===== config.mk =====
export PLATFORM = sky130hd
export DESIGN_NAME = regfile_dump
export DESIGN_NICKNAME = d
export VERILOG_FILES = /design/src/rtl/regfile_dump.sv
export SDC_FILE = /design/constraint.sdc
export NUM_CORES = 1
export LEC_CHECK = 0
export BUFFER_PORTS_ARGS = -buffer_cell sky130_fd_sc_hd__buf_4
export CELL_PAD_IN_SITES_DETAIL_PLACEMENT = 0
export CELL_PAD_IN_SITES_GLOBAL_PLACEMENT = 1
export CORE_MARGIN = 4
export CORE_UTILIZATION = 34
export DETAILED_ROUTE_END_ITERATION = 8
export PLACE_DENSITY_LB_ADDON = 0.1
export SLEW_MARGIN = 20
export SYNTH_ARGS = -nofsm -noshare
export SYNTH_HDL_FRONTEND = slang
export SYNTH_SLANG_ARGS = --single-unit

===== constraint.sdc =====
create_clock -name clk -period 1.53 [get_ports clk]
set_input_delay 0.2295 -clock clk [delete_from_list [all_inputs] [get_ports clk]]
set_output_delay 0.2295 -clock clk [all_outputs]
set_load 0.02 [all_outputs]

===== src/rtl/regfile_dump.sv =====
// rtl/regfile_dump.sv - streams a range of register-file entries out as valid/ready beats
module regfile_dump #(
    parameter int DW = 32,
    parameter int AW = 5
) (
    input  logic          clk,
    input  logic          rst,
    input  logic          start,
    input  logic          abort,
    input  logic [AW-1:0] first,
    input  logic [AW-1:0] last,
    output logic [AW-1:0] rf_ra,
    input  logic [DW-1:0] rf_rd,
    output logic          out_valid,
    input  logic          out_ready,
    output logic [AW-1:0] out_addr,
    output logic [DW-1:0] out_data,
    output logic          busy,
    output logic          done
);

    typedef enum logic [1:0] {
        IDLE = 2'd0,
        READ = 2'd1,
        SEND = 2'd2,
        FIN  = 2'd3
    } state_t;

    state_t        state, state_nxt;
    logic [AW-1:0] ptr;
    logic [AW-1:0] last_q;

    always_ff @(posedge clk or negedge rst) begin
        if (!rst) begin
            state <= IDLE;
        end else begin
            state <= state_nxt;
        end
    end

    // End test is ptr==last_q before the increment, so last=all-ones never wraps to 0.
    always_comb begin
        state_nxt = state;
        case (state)
            IDLE: begin
                if (start) begin
                    state_nxt = (first <= last) ? READ : FIN;
                end
            end
            READ: begin
                state_nxt = abort ? IDLE : SEND;
            end
            SEND: begin
                if (abort) begin
                    state_nxt = IDLE;
                end else if (out_ready) begin
                    state_nxt = (ptr == last_q) ? FIN : READ;
                end
            end
            FIN: begin
                state_nxt = IDLE;
            end
            default: begin
                state_nxt = IDLE;
            end
        endcase
    end

    always_ff @(posedge clk or negedge rst) begin
        if (!rst) begin
            ptr       <= '0;
            last_q    <= '0;
            out_valid <= 1'b0;
            out_addr  <= '0;
            out_data  <= '0;
        end else begin
            case (state)
                IDLE: begin
                    if (start) begin
                        ptr    <= first;
                        last_q <= last;
                    end
                end
                READ: begin
                    if (!abort) begin
                        out_data  <= rf_rd;
                        out_addr  <= ptr;
                        out_valid <= 1'b1;
                    end
                end
                SEND: begin
                    if (abort) begin
                        out_valid <= 1'b0;
                    end else if (out_ready) begin
                        out_valid <= 1'b0;
                        if (ptr != last_q) begin
                            ptr <= ptr + AW'(1);
                        end
                    end
                end
                default: begin
                    out_valid <= 1'b0;
                end
            endcase
        end
    end

    always_comb begin
        busy  = (state != IDLE);
        done  = (state == FIN);
        rf_ra = (state == READ) ? ptr : '0;
    end

endmodule


==> results <==
- The run finished, with violations left.
- The final reports fail on setup timing.
- For this run, the register share of the synthesized area comes to 0.5328.
- Summing all multi-input logic gate instances after layout gives about 0.0011 mm².
- The fill cell instance count of the final layout is 623.
- STA classifies the critical path startpoint as a flop.
- In the layout the commonest cells are 97 x sky130_fd_sc_hd__buf_4, 48 x sky130_fd_sc_hd__dfrtp_1, 32 x sky130_fd_sc_hd__mux2_4, 11 x sky130_fd_sc_hd__buf_6, 10 x sky130_fd_sc_hd__mux2_2.
- The number of port buffers is 91.
- The initial utilization of the core area, before any placement, comes to 0.3476.
- The final total negative setup slack is -141.2 ps.
- The initial antenna violation count is 0.
- The worst-case vdd ir drop is 0.7909 mV.
- STA puts the critical path data required time at ~1700 ps.
- The number of antenna-violating nets in the routed design is 0.
- The max-slew violation total from the final report was 0.
- The number of remaining DRC errors is 0.
- The number of global-route vias before repair was 1750.
- The floorplan step defined a die boundary enclosing ~0.0083 mm².
- The count of state elements after synthesis is 50.
- For the worst setup path, the data arrival time is 1740 ps.
- Setup repair after global routing could not meet its margin everywhere.
- The post-detailed-routing wire length is about 5.7 mm.
- For the finished layout, the period the worst path requires is approximately 1600 ps.
- The slew at the pin with the worst max-slew slack is about 630 ps.
- The CTS H-tree depth is 2.
- The post-synthesis cell count is between 150 and 200.
- Clock-pin slew was measured on the worst setup and hold paths at around 90 ps.
- The leakage component of the power is 1.721 nW.
- Each instance of the synthesized netlist takes up on average between 10 and 15 µm².
- Power spread over the standard cell area amounts to around 2100 mW/mm².
- The worst pin sits at a relative slew slack of 0.5779.
- The number of setup violations in the final report is 12.
- The root cell of the clock tree is sky130_fd_sc_hd__clkbuf_8.
- The largest clock skew in the final design is ~7.5 ps.
- Of the available clock period, the critical path in the final layout requires 1.015.
- The share of layout cells above drive strength 1 is 0.6167.
- The worst hold path belongs to the class in2reg.
- The final routed wire length divided by cell count is about 15 µm.
- No sink is reached through more buffers than the 2 on the longest clock path.
- TritonCTS built the clock tree.
- The kind of critical path is reg2reg.
- For this run, the number of standard cells in the final layout without fillers is around 370.
- The cell type contributing the most total cell area after synthesis is sky130_fd_sc_hd__dfrtp_1.
- The violation count after the first detailed-route iteration is 29.
- The via total after detailed routing is 1711.
- The HPWL reported at the end of detailed placement is just over 4 mm.
- The wire length of the first global-routing pass is 8.832 mm.
- The number of nets in the layout is about 340.
- The total congestion overflow is 0.
- The maximum operating frequency is about 640 MHz.
- The global routing usage summed across all routing layers is 0.1317.
- The first detailed-routing pass ran for 4 iterations.
- The top cell type's share of synthesized area is 0.5328.
- The most common library cell in the layout ignoring fill and taps is sky130_fd_sc_hd__buf_4.
- The maximum fanout count along the critical path is 6.
- The Yosys step of the flow raised 0 warnings.
- The routability congestion estimate is 0.7934.
- Row generation in the floorplan step produced 30 rows.
- The post-layout worst setup margin is -22.19 ps.
- The clock sink count is 50.
- The number of nets in the synthesized netlist is 227.
- The pre-CTS setup slack is 14.86 ps.
- The area occupied by registers is about 0.0013 mm².
- The number of distinct library cells after synthesis is 31.
- The total count of hold-check failures in the final report came to 0.
- 92 I/O pins were placed.
- The height of the die is about 91 µm.
- The mapped netlist covers ~0.0023 mm².
- From left edge to right edge, the die measures between 90 and 100 µm.
- The area of the placeable core is 0.006756 mm².
- In this run, CTS created clock tree buffers numbering 5.
- Max-cap violations in this run came to 0.
- From synthesis to final layout, the design area changed by 50.56%.
- 0 antenna diodes ended up in the layout.
- Including well taps, the total number of placed cells is approximately 350.
- Entering global routing, the biggest net connects 51 pins.
- By area the synthesized netlist is led by sky130_fd_sc_hd__dfrtp_1 53%, sky130_fd_sc_hd__mux2_2 19%, sky130_fd_sc_hd__ha_1 3.2%.
- STA classifies the critical path endpoint as a flop.
- The clock latency on the worst-skew pair is ~300 ps.
- The vias per cell is 4.662.
==> registers in the layout (all words and copies together), names as in the netlist <==
name,count
out_addr,5
ptr,5
last_q,5
out_data,32
out_valid,1
state,2
==> synth_stat cells (all sizes together) <==
cell type and count:
nand2 8, and2 9, or2 1, o22ai 4
buf 6, xor2 5, clkbuf 1, nor3 2
nand2b 2, a211o 1, nor2 3, nor2b 2
a211oi 3, dfrtp 50, a21oi 4, o221a 1
mux2 43, a221oi 1, nand3 5, nor3b 1
a21o 1, o21ai 3, a2bb2oi 3, inv 8
ha 6, and4bb 1
==> worst max-delay path, stage by stage, from the launching register on <==
cell	delay, ps
sky130_fd_sc_hd__dfrtp_2	460
sky130_fd_sc_hd__buf_6	140
sky130_fd_sc_hd__nor3b_4	260
sky130_fd_sc_hd__nor2_4	100
sky130_fd_sc_hd__a21oi_4	170
sky130_fd_sc_hd__mux2_4	310
==> where the power goes <==
part / leakage [nW] / total (mW) / internal [mW] / switching (mW)
registers: 0.585 / 2.40 / 1.99 / 0.414
logic: 1.09 / 4.21 / 2.28 / 1.93
clock network: 0.0452 / 0.768 / 0.324 / 0.444
==> metrics by stage <==
stage	total power [mW]	hold WS [ps]	utilization	cell area [µm²]
after floorplan	4.575	-66.09	-	2349
after global placement	6.075	304.9	0.4724	3192
after detailed placement	6.094	302.4	0.4724	3192
after CTS	7.032	97.97	0.4970	3358
after global routing	7.824	103.4	0.5233	3536
final	7.383	115.9	0.5233	3536
==> per-layer routing <==
| metal | share of wire | GRT usage | vias up |
|---|---|---|---|
| li1 | - | - | 838 |
| met1 | 0.47 | 0.1682 | 808 |
| met2 | 0.46 | 0.2177 | 60 |
| met3 | 0.064 | 0.03728 | 5 |
| met4 | 0.011 | 0.03769 | 0 |
| met5 | 0 | 0 | - |
==> cell families after synthesis <==
kind of cell,count (synthesis),share of synthesized area
compound gates,21,0.06660
mux,43,0.2078
simple gates,34,0.09909
fa+ha+maj,6,0.03197
buf+inv,15,0.04315
flops,50,0.5328
xor+xnor,5,0.01865
==> final timing paths <==
kind                                          start                  endpoint  slack [ps]  depth (start not counted)
max                            state[1]$_DFFE_PN0P_        ptr[1]$_DFFE_PN0P_         -20                          5
min                                           abort      state[1]$_DFFE_PN0P_         120                          2
max reg2reg                    state[1]$_DFFE_PN0P_        ptr[1]$_DFFE_PN0P_         -20                          5
min reg2reg                out_data[22]$_DFFE_PN0P_  out_data[22]$_DFFE_PN0P_         490                          1
max in group asynchronous                       rst      state[1]$_DFFE_PN0P_         570                          2
min in group asynchronous                       rst  out_data[26]$_DFFE_PN0P_         500                          2
==> timing repair <==
item / in CTS / in global routing
buffers inserted: 3 / 2
endpoints found under the setup margin: 6 / 48
gates cloned: 0 / 2
gates resized for setup: 17 / 34
endpoints found under the hold margin: 50 / 0
pin swaps: 2 / 6
hold buffers: 1 / 0
==> final cells by class <==
cell class / count / share of cell area
Clock buffer: 6 / 0.02052
Clock inverter: 2 / 0.003892
Tap cell: 80 / 0.02831
Multi-Input combinational cell: 109 / 0.3220
Timing Repair Buffer: 112 / 0.2622
Sequential cell: 50 / 0.3546
Inverter: 8 / 0.008493
Power figures use the tool's default switching activity.
